<file path="config.mk">
export PLATFORM = sky130hd
export DESIGN_NAME = env_int_ctl
export DESIGN_NICKNAME = d
export VERILOG_FILES = /design/src/rtl/env_int_ctl.sv
export SDC_FILE = /design/constraint.sdc
export NUM_CORES = 1
export LEC_CHECK = 0
export ABC_AREA = 1
export BUFFER_PORTS_ARGS = -buffer_cell sky130_fd_sc_hd__buf_4
export CAP_MARGIN = 10
export CORE_MARGIN = 2
export CORE_UTILIZATION = 45
export CTS_BUF_LIST = sky130_fd_sc_hd__clkbuf_16
export DETAILED_ROUTE_END_ITERATION = 8
export HOLD_SLACK_MARGIN = 0.15
export PLACE_DENSITY = 0.64
export SLEW_MARGIN = 20
export SYNTH_ARGS = -nofsm -noshare
export SYNTH_HDL_FRONTEND = slang
export SYNTH_SLANG_ARGS = --single-unit
</file>
<file path="constraint.sdc">
create_clock -name clk -period 2.7 [get_ports clk]
set_clock_uncertainty 0.15 [all_clocks]
set_input_delay 0.81 -clock clk [delete_from_list [all_inputs] [get_ports clk]]
set_output_delay 0.81 -clock clk [all_outputs]
set_load 0.02 [all_outputs]
</file>
<file path="src/rtl/env_int_ctl.sv">
// env_int_ctl: interrupt scheduler for the tv80 test environment.
// Owns a 7-register I/O window at BASE_ADDR. It counts down to schedule maskable INT
// requests (one-shot or periodic) and fixed-width NMI pulses. It also supplies the IM2
// vector on the interrupt-acknowledge cycle and counts acknowledges for firmware checks.
//
// INT FSM
//   state    | meaning
//   IDLE     | no request pending, int_n high
//   COUNT    | countdown running in icnt_q
//   ASSERT   | int_n held low until acknowledged or int_en cleared
//
// NMI FSM
//   state    | meaning
//   IDLE     | no pulse pending, nmi_n high
//   COUNT    | countdown running in ncnt_q
//   PULSE    | nmi_n low for NMI_PULSE clocks, reloads of NCNT ignored

module env_int_ctl #(
    parameter logic [7:0]  BASE_ADDR = 8'hA0,
    parameter int unsigned NMI_PULSE = 4,
    parameter logic [7:0]  VEC_RESET = 8'hFF
) (
    input  logic       clk,
    input  logic       reset_n,
    input  logic       iorq_n,
    input  logic       rd_n,
    input  logic       wr_n,
    input  logic       m1_n,
    input  logic [7:0] addr,
    input  logic [7:0] DO,
    output logic [7:0] io_data,
    output logic       io_cs,
    output logic       int_n,
    output logic       nmi_n
);

    // Pulse counter must be able to hold NMI_PULSE itself.
    localparam int unsigned PW = (NMI_PULSE < 2) ? 1 : $clog2(NMI_PULSE + 1);
    localparam logic [PW-1:0] PULSE_LD  = PW'(NMI_PULSE);
    localparam logic [PW-1:0] PULSE_ONE = PW'(1);

    localparam logic [2:0] OFF_CTRL   = 3'd0;
    localparam logic [2:0] OFF_ICNT   = 3'd1;
    localparam logic [2:0] OFF_IRLD   = 3'd2;
    localparam logic [2:0] OFF_NCNT   = 3'd3;
    localparam logic [2:0] OFF_VECTOR = 3'd4;
    localparam logic [2:0] OFF_STATUS = 3'd5;
    localparam logic [2:0] OFF_ACKCNT = 3'd6;

    localparam logic [1:0] S_IDLE   = 2'd0;
    localparam logic [1:0] S_COUNT  = 2'd1;
    localparam logic [1:0] S_ASSERT = 2'd2;
    localparam logic [1:0] S_PULSE  = 2'd2;

    // Bus edge detectors
    logic       wr_q;
    logic       ack_q;

    // Configuration registers
    logic [2:0] ctrl_q,   ctrl_d;
    logic [7:0] irld_q,   irld_d;
    logic [7:0] vector_q, vector_d;
    logic [7:0] ackcnt_q, ackcnt_d;

    // INT scheduler
    logic [1:0] int_st_q, int_st_d;
    logic [7:0] icnt_q,   icnt_d;
    logic       int_n_q,  int_n_d;

    // NMI scheduler
    logic [1:0]    nmi_st_q, nmi_st_d;
    logic [7:0]    ncnt_q,   ncnt_d;
    logic [PW-1:0] pcnt_q,   pcnt_d;
    logic          nmi_n_q,  nmi_n_d;

    // Decode
    logic [7:0] offset;
    logic [2:0] reg_sel;
    logic       in_win;
    logic       wr_cond;
    logic       wr_evt;
    logic       rd_hit;
    logic       ack_raw;
    logic       ack_live;
    logic       ack_evt;
    logic       int_en;
    logic       nmi_en;
    logic       periodic;
    logic       wr_ctrl;
    logic       wr_icnt;
    logic       wr_irld;
    logic       wr_ncnt;
    logic       wr_vector;
    logic       wr_ackcnt;
    logic [7:0] rd_data;

    assign int_en   = ctrl_q[0];
    assign nmi_en   = ctrl_q[1];
    assign periodic = ctrl_q[2];

    // Address window and strobe decode; writes and acks act on the first cycle of the strobe only.
    always_comb begin
        offset    = addr - BASE_ADDR;
        in_win    = (offset < 8'd7);
        reg_sel   = offset[2:0];
        wr_cond   = ~iorq_n & ~wr_n & m1_n;
        wr_evt    = wr_cond & ~wr_q & in_win;
        rd_hit    = ~iorq_n & ~rd_n & m1_n & in_win;
        ack_raw   = ~m1_n & ~iorq_n;
        ack_live  = ack_raw & (int_st_q == S_ASSERT);
        // A write wins if it ever overlaps an acknowledge.
        ack_evt   = ack_live & ~ack_q & ~wr_evt;
        wr_ctrl   = wr_evt & (reg_sel == OFF_CTRL);
        wr_icnt   = wr_evt & (reg_sel == OFF_ICNT);
        wr_irld   = wr_evt & (reg_sel == OFF_IRLD);
        wr_ncnt   = wr_evt & (reg_sel == OFF_NCNT);
        wr_vector = wr_evt & (reg_sel == OFF_VECTOR);
        wr_ackcnt = wr_evt & (reg_sel == OFF_ACKCNT);
    end

    // Plain configuration registers and the saturating acknowledge counter.
    always_comb begin
        ctrl_d   = ctrl_q;
        irld_d   = irld_q;
        vector_d = vector_q;
        ackcnt_d = ackcnt_q;
        if (wr_ctrl) begin
            ctrl_d = DO[2:0];
        end
        if (wr_irld) begin
            irld_d = DO;
        end
        if (wr_vector) begin
            vector_d = DO;
        end
        if (wr_ackcnt) begin
            ackcnt_d = 8'h00;
        end else if (ack_evt && int_en && (ackcnt_q != 8'hFF)) begin
            ackcnt_d = ackcnt_q + 8'd1;
        end
    end

    // INT scheduler next state; an ICNT write re-arms from any state.
    always_comb begin
        int_st_d = int_st_q;
        icnt_d   = icnt_q;
        int_n_d  = int_n_q;
        case (int_st_q)
            S_IDLE: begin
                int_n_d = 1'b1;
            end
            S_COUNT: begin
                if (icnt_q <= 8'd1) begin
                    icnt_d = 8'h00;
                    if (int_en) begin
                        int_st_d = S_ASSERT;
                        int_n_d  = 1'b0;
                    end else begin
                        int_st_d = S_IDLE;
                    end
                end else begin
                    icnt_d = icnt_q - 8'd1;
                end
            end
            S_ASSERT: begin
                if (!int_en) begin
                    int_st_d = S_IDLE;
                    int_n_d  = 1'b1;
                end else if (ack_evt) begin
                    int_n_d = 1'b1;
                    if (periodic && (irld_q != 8'h00)) begin
                        int_st_d = S_COUNT;
                        icnt_d   = irld_q;
                    end else begin
                        int_st_d = S_IDLE;
                    end
                end
            end
            default: begin
                int_st_d = S_IDLE;
                int_n_d  = 1'b1;
            end
        endcase
        if (wr_icnt) begin
            icnt_d   = DO;
            int_n_d  = 1'b1;
            int_st_d = (DO == 8'h00) ? S_IDLE : S_COUNT;
        end
    end

    // NMI scheduler next state; a pulse in flight always runs to completion.
    always_comb begin
        nmi_st_d = nmi_st_q;
        ncnt_d   = ncnt_q;
        pcnt_d   = pcnt_q;
        nmi_n_d  = nmi_n_q;
        case (nmi_st_q)
            S_IDLE: begin
                nmi_n_d = 1'b1;
            end
            S_COUNT: begin
                if (ncnt_q <= 8'd1) begin
                    ncnt_d = 8'h00;
                    if (nmi_en) begin
                        nmi_st_d = S_PULSE;
                        nmi_n_d  = 1'b0;
                        pcnt_d   = PULSE_LD;
                    end else begin
                        nmi_st_d = S_IDLE;
                    end
                end else begin
                    ncnt_d = ncnt_q - 8'd1;
                end
            end
            S_PULSE: begin
                if (pcnt_q <= PULSE_ONE) begin
                    pcnt_d   = '0;
                    nmi_n_d  = 1'b1;
                    nmi_st_d = S_IDLE;
                end else begin
                    pcnt_d = pcnt_q - PULSE_ONE;
                end
            end
            default: begin
                nmi_st_d = S_IDLE;
                nmi_n_d  = 1'b1;
            end
        endcase
        if (wr_ncnt && (nmi_st_q != S_PULSE)) begin
            ncnt_d   = DO;
            nmi_n_d  = 1'b1;
            nmi_st_d = (DO == 8'h00) ? S_IDLE : S_COUNT;
        end
    end

    // Register readback mux.
    always_comb begin
        case (reg_sel)
            OFF_CTRL:   rd_data = {5'b00000, ctrl_q};
            OFF_ICNT:   rd_data = icnt_q;
            OFF_IRLD:   rd_data = irld_q;
            OFF_NCNT:   rd_data = ncnt_q;
            OFF_VECTOR: rd_data = vector_q;
            OFF_STATUS: rd_data = {6'b000000, ~nmi_n_q, ~int_n_q};
            OFF_ACKCNT: rd_data = ackcnt_q;
            default:    rd_data = 8'h00;
        endcase
    end

    // Bus data: the acknowledge vector takes precedence over register reads.
    always_comb begin
        io_cs   = ack_live | rd_hit;
        io_data = 8'h00;
        if (ack_live) begin
            io_data = vector_q;
        end else if (rd_hit) begin
            io_data = rd_data;
        end
    end

    // Strobe history for edge detection.
    always_ff @(posedge clk) begin
        if (!reset_n) begin
            wr_q  <= 1'b0;
            ack_q <= 1'b0;
        end else begin
            wr_q  <= wr_cond;
            ack_q <= ack_raw;
        end
    end

    // Configuration register state.
    always_ff @(posedge clk) begin
        if (!reset_n) begin
            ctrl_q   <= 3'b000;
            irld_q   <= 8'h00;
            vector_q <= VEC_RESET;
            ackcnt_q <= 8'h00;
        end else begin
            ctrl_q   <= ctrl_d;
            irld_q   <= irld_d;
            vector_q <= vector_d;
            ackcnt_q <= ackcnt_d;
        end
    end

    // INT scheduler state.
    always_ff @(posedge clk) begin
        if (!reset_n) begin
            int_st_q <= S_IDLE;
            icnt_q   <= 8'h00;
            int_n_q  <= 1'b1;
        end else begin
            int_st_q <= int_st_d;
            icnt_q   <= icnt_d;
            int_n_q  <= int_n_d;
        end
    end

    // NMI scheduler state.
    always_ff @(posedge clk) begin
        if (!reset_n) begin
            nmi_st_q <= S_IDLE;
            ncnt_q   <= 8'h00;
            pcnt_q   <= '0;
            nmi_n_q  <= 1'b1;
        end else begin
            nmi_st_q <= nmi_st_d;
            ncnt_q   <= ncnt_d;
            pcnt_q   <= pcnt_d;
            nmi_n_q  <= nmi_n_d;
        end
    end

    assign int_n = int_n_q;
    assign nmi_n = nmi_n_q;

endmodule

</file>
* After elaboration in Yosys (flattened, before gate mapping)
Cells that the tools add are included.
** Word-level totals
- Flip-flop bits (word level) :: 54
- Bits in latches :: 0
- Bits in writable memories :: 0
- Bits in read-only memories :: 0
- Input port bits :: 22
- Output and inout bits :: 11
- Memories :: 0
** Cells by class
- Add/sub/neg operators :: 5
- Multipliers :: 0
- Div/mod/pow operators :: 0
- $lt $le $gt $ge :: 4
- Equal/unequal tests :: 27
- Shift operators :: 0
- Multiplexer cells :: 38
- Bitwise logic cells :: 28
- Reductions and logical operators :: 21
** Operators by type and width (number)
- 8-bit 2-to-1 mux :: 10
- 8-bit one-hot mux with 7 select lines :: 1
- 2-bit 2-to-1 mux :: 9
- 3-bit inequality test, second input constant :: 6
- 1-bit AND :: 17
- 8-bit by 1-bit <= comparator with 1-bit output, second input constant :: 2
- 2-bit inequality test, second input constant :: 8
- 8-bit one-hot mux with 2 select lines :: 1
- 8-bit by 1-bit subtractor with 8-bit output, second input constant :: 2
- 3-bit AND reduction :: 5
- 2-bit one-hot mux with 3 select lines :: 2
- 1-bit NOT :: 10
- 3-bit equality test, second input constant :: 3
- 1-bit 2-to-1 mux :: 9
- 3-bit 2-to-1 mux :: 3
- 8-bit by 1-bit adder with 8-bit output, second input constant :: 1
- 8-bit zero test :: 1
- 8-bit by 3-bit less-than comparator with 1-bit output, second input constant :: 1
- 8-bit inequality test, second input constant :: 1
- 8-bit nonzero test :: 1
- 8-bit subtractor, second input constant :: 1
- 3-bit by 2-bit equality test with 1-bit output, second input constant :: 2
- 3-bit one-hot mux with 2 select lines :: 1
- 2-bit OR reduction :: 3
- 15 further kinds :: 23

* Logic depth before layout (Yosys ltp)
Gate-level depths: netlist of run 1.
- Depth after elaboration :: 11
- Depth in mapped cells :: 14
- Depth with buffers taken out :: 13

* Least setup slack after synthesis of run 1
No wires, ideal clock.
- Path kind :: input port to output port
- Start point :: input addr[5]
- End point :: output io_data[5]
- Arrival time :: 2.196 ns
- Data required time :: 1.740 ns
- Setup slack :: -0.456 ns
- Stages :: 10
- Path buffers :: 0
- Path through :: inv_1 -> ha_1 -> nand2_1 -> nor2_1 -> nand3_1 -> nor3_2 -> inv_1 -> nand2_1 -> o211ai_1 -> nand2_1
** On the way
- Longest elaborated chain between the ends :: 5
** RTL lines
- start, declared :: line 29 : input logic [7:0] addr,
- 8-bit subtractor :: line 103 : offset = addr - BASE_ADDR;
- 8-bit by 3-bit less-than comparator with 1-bit output :: line 104 : in_win = (offset < 8'd7);
- 1-bit AND :: line 108 : rd_hit = ~iorq_n & ~rd_n & m1_n & in_win;
- 8-bit 2-to-1 mux :: line 256 : end else if (rd_hit) begin
- 8-bit 2-to-1 mux :: line 254 : if (ack_live) begin
- end, declared :: line 31 : output logic [7:0] io_data,
Every way passes these cells.

* Final worst setup path of run 1
- Start point :: input addr[5]
- End point :: output io_data[1]
Same word-level chain as after synthesis.

==> run summary, run 1 <==
Share of layout cells above drive strength 1 - 17.1%
Synth top area cells - dfxtp_1, nand2_1, inv_1
GRT Total Usage - 24.5%
PortBufs - 32
Synth Register Bits - 54
Inst Count DP - 706
Routed vias - 3785
Row count - 32
Die Wd - 92.7 um
Die area - 8600 um^2
R2r endpoint - ackcnt_q[3]$_SDFFE_PP0P_
Met2 usage - 40.3%
CP arrival - 2180 ps
Crit path time final - 3140 ps
Failing checks - setup timing
Synth Cell Area - 3540 um^2
PD cells - 520 nW/um^2
Asr flop ratio synth - 0%
Hold buffers post-CTS - 0
Worst Hold Class - flip-flop to flip-flop
P&R area growth vs syn - 23.9%
Worst VDD drop - 0.262 mV
Post-synth top cells - nand2_1, inv_1, nor2_1
Final Routed Wirelength - 10100 um
Final period util - 116%
Hold Path End - pcnt_q[1]$_SDFFE_PN0P_
Worst-margin pin slew - 557 ps
Placer Congestion - 0.925
Worst Slack Setup Final - -440 ps
Ports - 33
Antenna viol nets, final - 0
Hold Crit Depth - 2
TritonCTS clock tree - built
Post-synth top area share - 30.5%
Avg WL per Cell - 14.0 um
Initial DRT Pass Iterations - 5
Initial antenna violation count - 0
Area of the multi-input gates - 2140 um^2
Mapped Cells - 558
Net count after synthesis - 591
R2R depth - 9
CTS sink count - 54
H-tree levels - 2
Max_cap viols - 0
Crit-path max FO - 5
Hold Slack - 315 ps
Largest net degree at the start of global routing - 32
Pleak - 2.01 nW
GRT met3 Usage - 2.85%
Via-per-instance ratio - 5.25
Unrepaired setup endpoints after global routing - yes
Storage cell area - 1080 um^2
Relative slew slack - 62.7%
Vias in the first global route - 3422
Avg Cell Area, Syn - 6.35 um^2
Initial Utilization - 46.1%
Diode count - 0
Final count of pins violating max slew - 0
Count leader, synth - nand2_1
Worst path required time - 1740 ps
Top Usage Layer GRT - met2
Nets - 651
Synth warnings - 0
Fill count - 754
Global route overflow - 0
Synth cell types - 37
Area of the core - 7690 um^2
Root Buffer - clkbuf_16
Max Buffers Root-to-Sink - 2
Kind of critical path - input pin to output port
Non-filler cells, final - 721
Critical path capture point type - output port
Worst-path clk slew - 70 ps
First-pass GRT wire length - 16800 um
Detailed placer's ending HPWL - 7720 um
Number of synthesized flops with an enable pin - 0
Final setup fails - 9
Worst reg2reg setup slack - 550 ps
Yosys top cell by area - dfxtp_1
Initial DRC Count - 274
RR Startpoint - int_st_q[0]$_SDFFE_PN0P_
Status - finished with violations
Met1 Use GR - 33.8%
Sequential share of the synthesized area - 30.5%
Max Freq - 318 MHz
Clock Latency Late Sink - 290 ps
Drc violations - 0
Worst setup SP type - input pin
Final hold violations - 0
TritonCTS buffer count - 5
HP Start - pcnt_q[1]$_SDFFE_PN0P_
Die height - 92.7 um
Top FF cell, synth - dfxtp_1
==> state kept, by name (all words and copies together), names as in the netlist <==
signal	cells
ack_q	1
ackcnt_q	8
ctrl_q	3
icnt_q	8
int_n	1
int_st_q	2
irld_q	8
ncnt_q	8
nmi_n	1
nmi_st_q	2
pcnt_q	3
vector_q	8
wr_q	1
==> worst max-delay path, cell delays in order <==
cell     delay (ps)
buf_8            90
inv_8            30
ha_4            250
nand2_4          50
nor2_4          110
nand3_2          90
nor3_4          220
inv_2           120
buf_12          140
o22ai_2         120
buf_6           140
==> power by group <==
group          total, W  switching (W)  internal [W]
sequential     0.000868      0.0000347      0.000834
combinational  0.000771       0.000474      0.000297
clock          0.000643       0.000301      0.000341
==> cell families after synthesis <==
kind of cell               count (synthesis)  share of synthesized area [%]
xor gates and xnor gates                   9                           2.22
adders and majority gates                 11                           3.88
AOI/OAI and AO/OA                         87                           14.3
and+or+nand+nor                          295                           37.5
buffers and inverters                    102                           11.6
DFF                                       54                           30.5
==> layer usage <==
metal / vias up / share of wire, %
met5: - / 0
met2: 87 / 47
met1: 1747 / 47
met4: 0 / 2.0
li1: 1936 / -
met3: 15 / 3.8
==> stage by stage <==
step | total power, W | instance area, um^2 | setup WS, ps | utilization, % | setup TNS, ps
detailed placement | 0.00163 | 4120 | -552 | 53.5 | -4290
global route | 0.00244 | 4390 | -523 | 57.1 | -4330
global placement | 0.00163 | 4120 | -522 | 53.5 | -4020
CTS | 0.00228 | 4340 | -423 | 56.4 | -3090
finish | 0.00228 | 4390 | -440 | 57.1 | -3510
floorplan | 0.00145 | 3620 | -282 | - | -1690
==> worst max path at each step <==
stage,start,to,slack (ps),depth (start not counted)
after floorplan,addr[5],io_data[5],-280,10
after global placement,addr[5],io_data[5],-520,12
after detailed placement,addr[5],io_data[5],-550,12
after CTS,addr[5],io_data[5],-420,12
after global routing,addr[5],io_data[5],-520,12
final,addr[5],io_data[1],-440,11
==> layout by cell type (no fill, tap or decap), types with 4 or more instances in the layout <==
| cell | n |
|---|---|
| a21oi_1 | 25 |
| buf_4 | 53 |
| buf_6 | 9 |
| clkbuf_16 | 5 |
| dfxtp_1 | 54 |
| ha_1 | 10 |
| inv_1 | 83 |
| nand2_1 | 121 |
| nand2_2 | 4 |
| nand3_1 | 50 |
| nand3_2 | 5 |
| nand4_1 | 8 |
| nor2_1 | 78 |
| nor3_1 | 10 |
| o211ai_1 | 12 |
| o21ai_0 | 21 |
| o22ai_1 | 14 |
| o22ai_2 | 4 |
| xor2_1 | 9 |
==> cell type report <==
cell class / instances / area share, %
clock inverters: 3 / 0.399
multi-input cells: 402 / 48.7
flip-flops and latches: 54 / 24.6
repair buffers: 65 / 12.5
well taps: 102 / 2.91
clock buffers: 5 / 2.85
inverters: 90 / 8.01
==> repair_timing <==
| action | CTS | global route |
|---|---|---|
| resized for setup | 16 | 4 |
| pin swaps | 7 | 0 |
| setup buffers | 4 | 3 |
| endpoints found under the setup margin | 9 | 9 |
Note: power is estimated with default switching activity, not from simulation.
==> run 2, diff against run 1 <==
CAP_MARGIN = not set   (was 10)
CORE_UTILIZATION = 40   (was 45)
PLACE_DENSITY = not set   (was 0.64)
PLACE_DENSITY_LB_ADDON = 0.3   (was not set)
==> run summary, run 2 (synthesis gave the netlist of run 1 again) <==
Clock share of power - 27.7%
Post-layout util - 50.5%
H-tree levels - 2
TritonCTS buffer count - 5
Crit-path max FO - 5
Final hold violations - 0
Worst-path clk slew - 70 ps
Sw power - 0.000806 W
Die area - 9630 um^2
GRT Total Usage - 22.0%
Worst setup SP type - input pin
Final setup fails - 9
Status - finished with violations
Area of the core - 8640 um^2
Relative slew slack - 62.8%
Post-Place Cell Area - 4140 um^2
Initial antenna violation count - 0
Share of layout cells above drive strength 1 - 16.7%
Antenna viol nets, final - 0
First-pass GRT wire length - 17100 um
Final Routed Wirelength - 10600 um
Avg WL per Cell - 14.5 um
Non-filler cells, final - 726
Vias in the first global route - 3411
Seq pwr share - 38.3%
Max Buffers Root-to-Sink - 2
Largest net degree at the start of global routing - 24
Failing checks - setup timing
Ports - 33
Worst path required time - 1740 ps
Final period util - 115%
Clock Latency Late Sink - 290 ps
Unrepaired setup endpoints after global routing - yes
Routed vias - 3801
P&R area growth vs syn - 23.2%
PortBufs - 32
Gate power share - 34.0%
Via-per-instance ratio - 5.24
Pint - 0.00146 W
PD cells - 520 nW/um^2
Initial DRT Pass Iterations - 5
TritonCTS clock tree - built
Max Freq - 322 MHz
Worst Hold Class - flip-flop to flip-flop
Root Buffer - clkbuf_16
Crit path time final - 3110 ps
Worst-margin pin slew - 552 ps
Initial Utilization - 41.0%
Row count - 34
Commonest non-fill, non-tap cell in the layout - nand2_1
CTS sink count - 54
Die Wd - 98.1 um
Worst VDD drop - 0.274 mV
Nets - 650
Total power - 0.00227 W
Critical path capture point type - output port
Kind of critical path - input pin to output port
Most frequent cells in the layout - nand2_1, inv_1, nor2_1
Detailed placer's ending HPWL - 8000 um
Inst Count DP - 714
Die height - 98.1 um
Final count of pins violating max slew - 0
Pleak - 1.99 nW
Placer Congestion - 0.915
Hold buffers post-CTS - 0
Drc violations - 0
Diode count - 0
Max_cap viols - 0
Sw Ratio - 35.5%
Initial DRC Count - 174
Worst Slack Setup Final - -405 ps
Pre-CTS setup slack - -532 ps
Global route overflow - 0
CP arrival - 2150 ps
Cell area after layout - 4360 um^2
## run 2: cell types whose count changed in the layout (fill, tap and decap cells not counted)
cell	delta
buf_12	-1
buf_4	+2
buf_6	-1
buf_8	-1
clkinv_1	+1
clkinv_4	-1
nand3_2	-1
nand3_4	+1
o21ai_0	+3
o21ai_1	-2
o21ai_2	-1
## run 2: cell type report
cell class	count	area, um^2
Multi-Input combinational cell	402	2140
Timing Repair Buffer	64	518
Clock inverter	3	12.5
Tap cell	108	135
Inverter	90	352
Clock buffer	5	125
Fill cell	879	4270
Sequential cell	54	1080
## run 2: routing by layer
metal | global-route usage (%) | part of all wire, % | vias up
li1 | - | - | 1930
met1 | 29.8 | 46 | 1718
met2 | 36.2 | 46 | 131
met3 | 3.58 | 6.6 | 22
met4 | 6.20 | 1.9 | 0
met5 | 0 | 0 | -
## run 2: critical path, cell delays in order
cell and delay [ps]:
buf_8 90, inv_8 30, ha_4 260, nand2_4 50, nor2_4 90, nand3_4 90
nor3_4 230, inv_2 120, buf_4 150, o22ai_2 90, buf_6 140
## run 2: worst paths after layout
kind / startpoint / endpoint / slack (ps) / depth (start not counted)
worst max-delay path: addr[5] / io_data[6] / -410 / 11
worst min-delay path: pcnt_q[1]$_SDFFE_PN0P_ / pcnt_q[1]$_SDFFE_PN0P_ / 320 / 2
worst max register to register: icnt_q[0]$_SDFFE_PN0P_ / int_st_q[0]$_SDFFE_PN0P_ / 500 / 12
worst min register to register: pcnt_q[1]$_SDFFE_PN0P_ / pcnt_q[1]$_SDFFE_PN0P_ / 320 / 2
## run 2: power groups by stage
stage	registers (W)	clock network (W)	logic, W
after global routing	0.000873	0.000681	0.000881
after global placement	0.000886	0	0.000734
after floorplan	0.000875	0	0.000572
after detailed placement	0.000887	0	0.000747
final	0.000869	0.000629	0.000772
after CTS	0.000868	0.000640	0.000758
## run 2: what timing repair did
action                                  CTS  global route
pin swaps                                 8             4
setup buffers                             1             3
gates cloned                              0             0
resized for setup                        11             3
endpoints found under the setup margin    9             9
## run 2: per-stage QoR
step	hold WS (ps)	TNS, ps
after floorplan	279	-1690
after global placement	302	-3830
after detailed placement	315	-4180
after CTS	328	-3260
after global routing	354	-3660
final	321	-3140
==> run 3, diff against run 2 <==
ABC_AREA = not set   (was 1)
BUFFER_PORTS_ARGS = not set   (was -buffer_cell sky130_fd_sc_hd__buf_4)
DONT_BUFFER_PORTS = 1   (was not set)
HOLD_SLACK_MARGIN = not set   (was 0.15)
==> run summary, run 3 <==
Status - finished with violations
Failing checks - setup timing
Net count after synthesis - 454
PD cells - 392 nW/um^2
Root Buffer - clkbuf_16
Post-Place Cell Area - 3680 um^2
Crit-path max FO - 5
Cell area after layout - 3850 um^2
Synth Register Bits - 54
Worst path required time - 1740 ps
Die Wd - 95.0 um
Asr flop ratio synth - 0%
Initial DRT Pass Iterations - 4
Unrepaired setup endpoints after global routing - yes
Pre-CTS setup slack - -552 ps
Max Freq - 309 MHz
CP bufs+invs - 1
GRT Total Usage - 22.0%
Worst-path clk slew - 70 ps
Critical path, cell by cell - inv_8 > ha_4 > nand4bb_4 > or4_4 > a31o_4 > o21ai_4
PortBufs - 0
Commonest non-fill, non-tap cell in the layout - nand2_1
Relative slew slack - 51.7%
Vias in the first global route - 2952
R2r endpoint - ncnt_q[5]$_SDFFE_PN0P_
Fill count - 817
Avg WL per Cell - 17.8 um
Initial DRC Count - 208
TritonCTS buffer count - 5
Avg Cell Area, Syn - 7.87 um^2
P&R area growth vs syn - 16.2%
Top FF cell, synth - dfxtp_1
Worst path max stage delay - 560 ps
Count leader, synth - nand2_1
Via-per-instance ratio - 5.96
Area of the multi-input gates - 2240 um^2
Crit path time final - 3240 ps
Nets - 464
Initial Utilization - 40.7%
Most frequent cells in the layout - nand2_1, dfxtp_1, nor2_1
Diode count - 0
Final period util - 120%
RR Startpoint - ncnt_q[0]$_SDFFE_PN0P_
Worst setup SP type - input pin
Setup crit end - io_data[4]
Crit path launch - addr[5]
Area of the core - 8130 um^2
Die area - 9030 um^2
CP max-delay cell - or4_4
Post-synth top cells - nand2_1, dfxtp_1, nor2_1
Ports - 33
Max Buffers Root-to-Sink - 2
Largest net degree at the start of global routing - 31
Post-layout util - 47.3%
Synth warnings - 0
Pleak - 1.35 nW
Mapped Cells - 421
Initial antenna violation count - 0
Clock Latency Late Sink - 290 ps
Worst Hold Class - flip-flop to flip-flop
Drc violations - 0
Final hold violations - 0
Top delay family on crit path - simple AND/OR/NAND/NOR gates
Routed vias - 3198
Final count of pins violating max slew - 0
Max_cap viols - 0
Setup Fix Bufs, Post-CTS - 0
Worst path depth - 6
Critical path capture point type - output port
Global route overflow - 0
Worst reg2reg setup slack - 420 ps
Total power - 0.00151 W
Sequential share of the synthesized area - 32.6%
Kind of critical path - input pin to output port
CTS sink count - 54
Synth Cell Area - 3310 um^2
Placer Congestion - 0.883
Yosys top cell by area - dfxtp_1
H-tree levels - 2
Worst-margin pin slew - 722 ps
Synth cell types - 59
Share of layout cells above drive strength 1 - 15.3%
CP arrival - 2280 ps
Antenna viol nets, final - 0
Row count - 33
TritonCTS clock tree - built
Number of synthesized flops with an enable pin - 0
Worst Slack Setup Final - -535 ps
Storage cell area - 1080 um^2
R2R depth - 5
Final Routed Wirelength - 9540 um
Worst VDD drop - 0.270 mV
Detailed placer's ending HPWL - 7050 um
Post-synth top area share - 32.6%
First-pass GRT wire length - 15400 um
Die height - 95.0 um
Synth top area cells - dfxtp_1, nand2_1, nor2_1
Final setup fails - 9
## run 3: cell count changes in the layout (fill, tap and decap cells not counted), moves of 9 or more
cell,change
buf_4,-31
inv_1,-68
mux2i_1,+14
nand2_1,-60
nand3_1,-31
nor2_1,-38
o211ai_1,-9
o21ai_0,-15
o22ai_1,-14
## run 3: how the worst min path moves through the flow
stage,start,to,cells past startpoint,slack (ps)
after detailed placement,vector_q[6]$_SDFFE_PN1P_,vector_q[6]$_SDFFE_PN1P_,2,320
after floorplan,ctrl_q[2]$_SDFFE_PN0P_,ctrl_q[2]$_SDFFE_PN0P_,2,290
after global routing,int_st_q[1]$_SDFFE_PN0P_,int_st_q[1]$_SDFFE_PN0P_,2,350
final,int_st_q[1]$_SDFFE_PN0P_,int_st_q[1]$_SDFFE_PN0P_,2,320
after global placement,vector_q[6]$_SDFFE_PN1P_,vector_q[6]$_SDFFE_PN1P_,2,320
after CTS,int_st_q[1]$_SDFFE_PN0P_,int_st_q[1]$_SDFFE_PN0P_,2,330
## run 3: cell type report
cell class,count,area share (%)
Clock buffer,5,3.25
Clock inverter,3,0.422
Inverter,17,1.98
Multi-Input combinational cell,329,58.2
Sequential cell,54,28.1
Tap cell,105,3.41
Timing Repair Buffer,24,4.68
## run 3: tightest hold or removal path: stages (launching register included)
cell and delay [ps]:
dfxtp_1 330, nand2_1 60, a21oi_1 50
## run 3: power by group
part           switching, W   total, W  internal [W]
logic             0.0000358  0.0000681     0.0000323
registers       0.000000844   0.000798      0.000797
clock network      0.000301   0.000643      0.000342
## run 3: logic make-up after synthesis
group,share of synthesized area (%)
AOI/OAI and AO/OA,17.8
muxes,8.64
DFF,32.6
xor gates and xnor gates,2.38
and+or+nand+nor,29.9
adders and majority gates,4.15
buffers and inverters,4.53
## run 3: metal layers
layer  track usage, %  vias to the layer above  share of wire, %
li1                 -                     1554                 -
met1             29.4                     1526                45
met5                0                        -                 0
met2             36.5                      109                46
met3             4.74                        9               7.1
met4             5.19                        0               1.2
## run 3: repair_timing
action / 4_1_cts / 5_1_grt
setup endpoints to repair: 9 / 9
cloned: 1 / 0
pin swaps: 2 / 1
hold buffers: 0 / 0
resized for setup: 1 / 2
## run 3: metrics by stage
stage | TNS, ps | hold WS (ps) | cells
floorplan | -4750 | 293 | 421
global placement | -4690 | 318 | 528
detailed placement | -4990 | 318 | 528
CTS | -4630 | 329 | 537
global route | -4750 | 355 | 537
finish | -4440 | 324 | 537
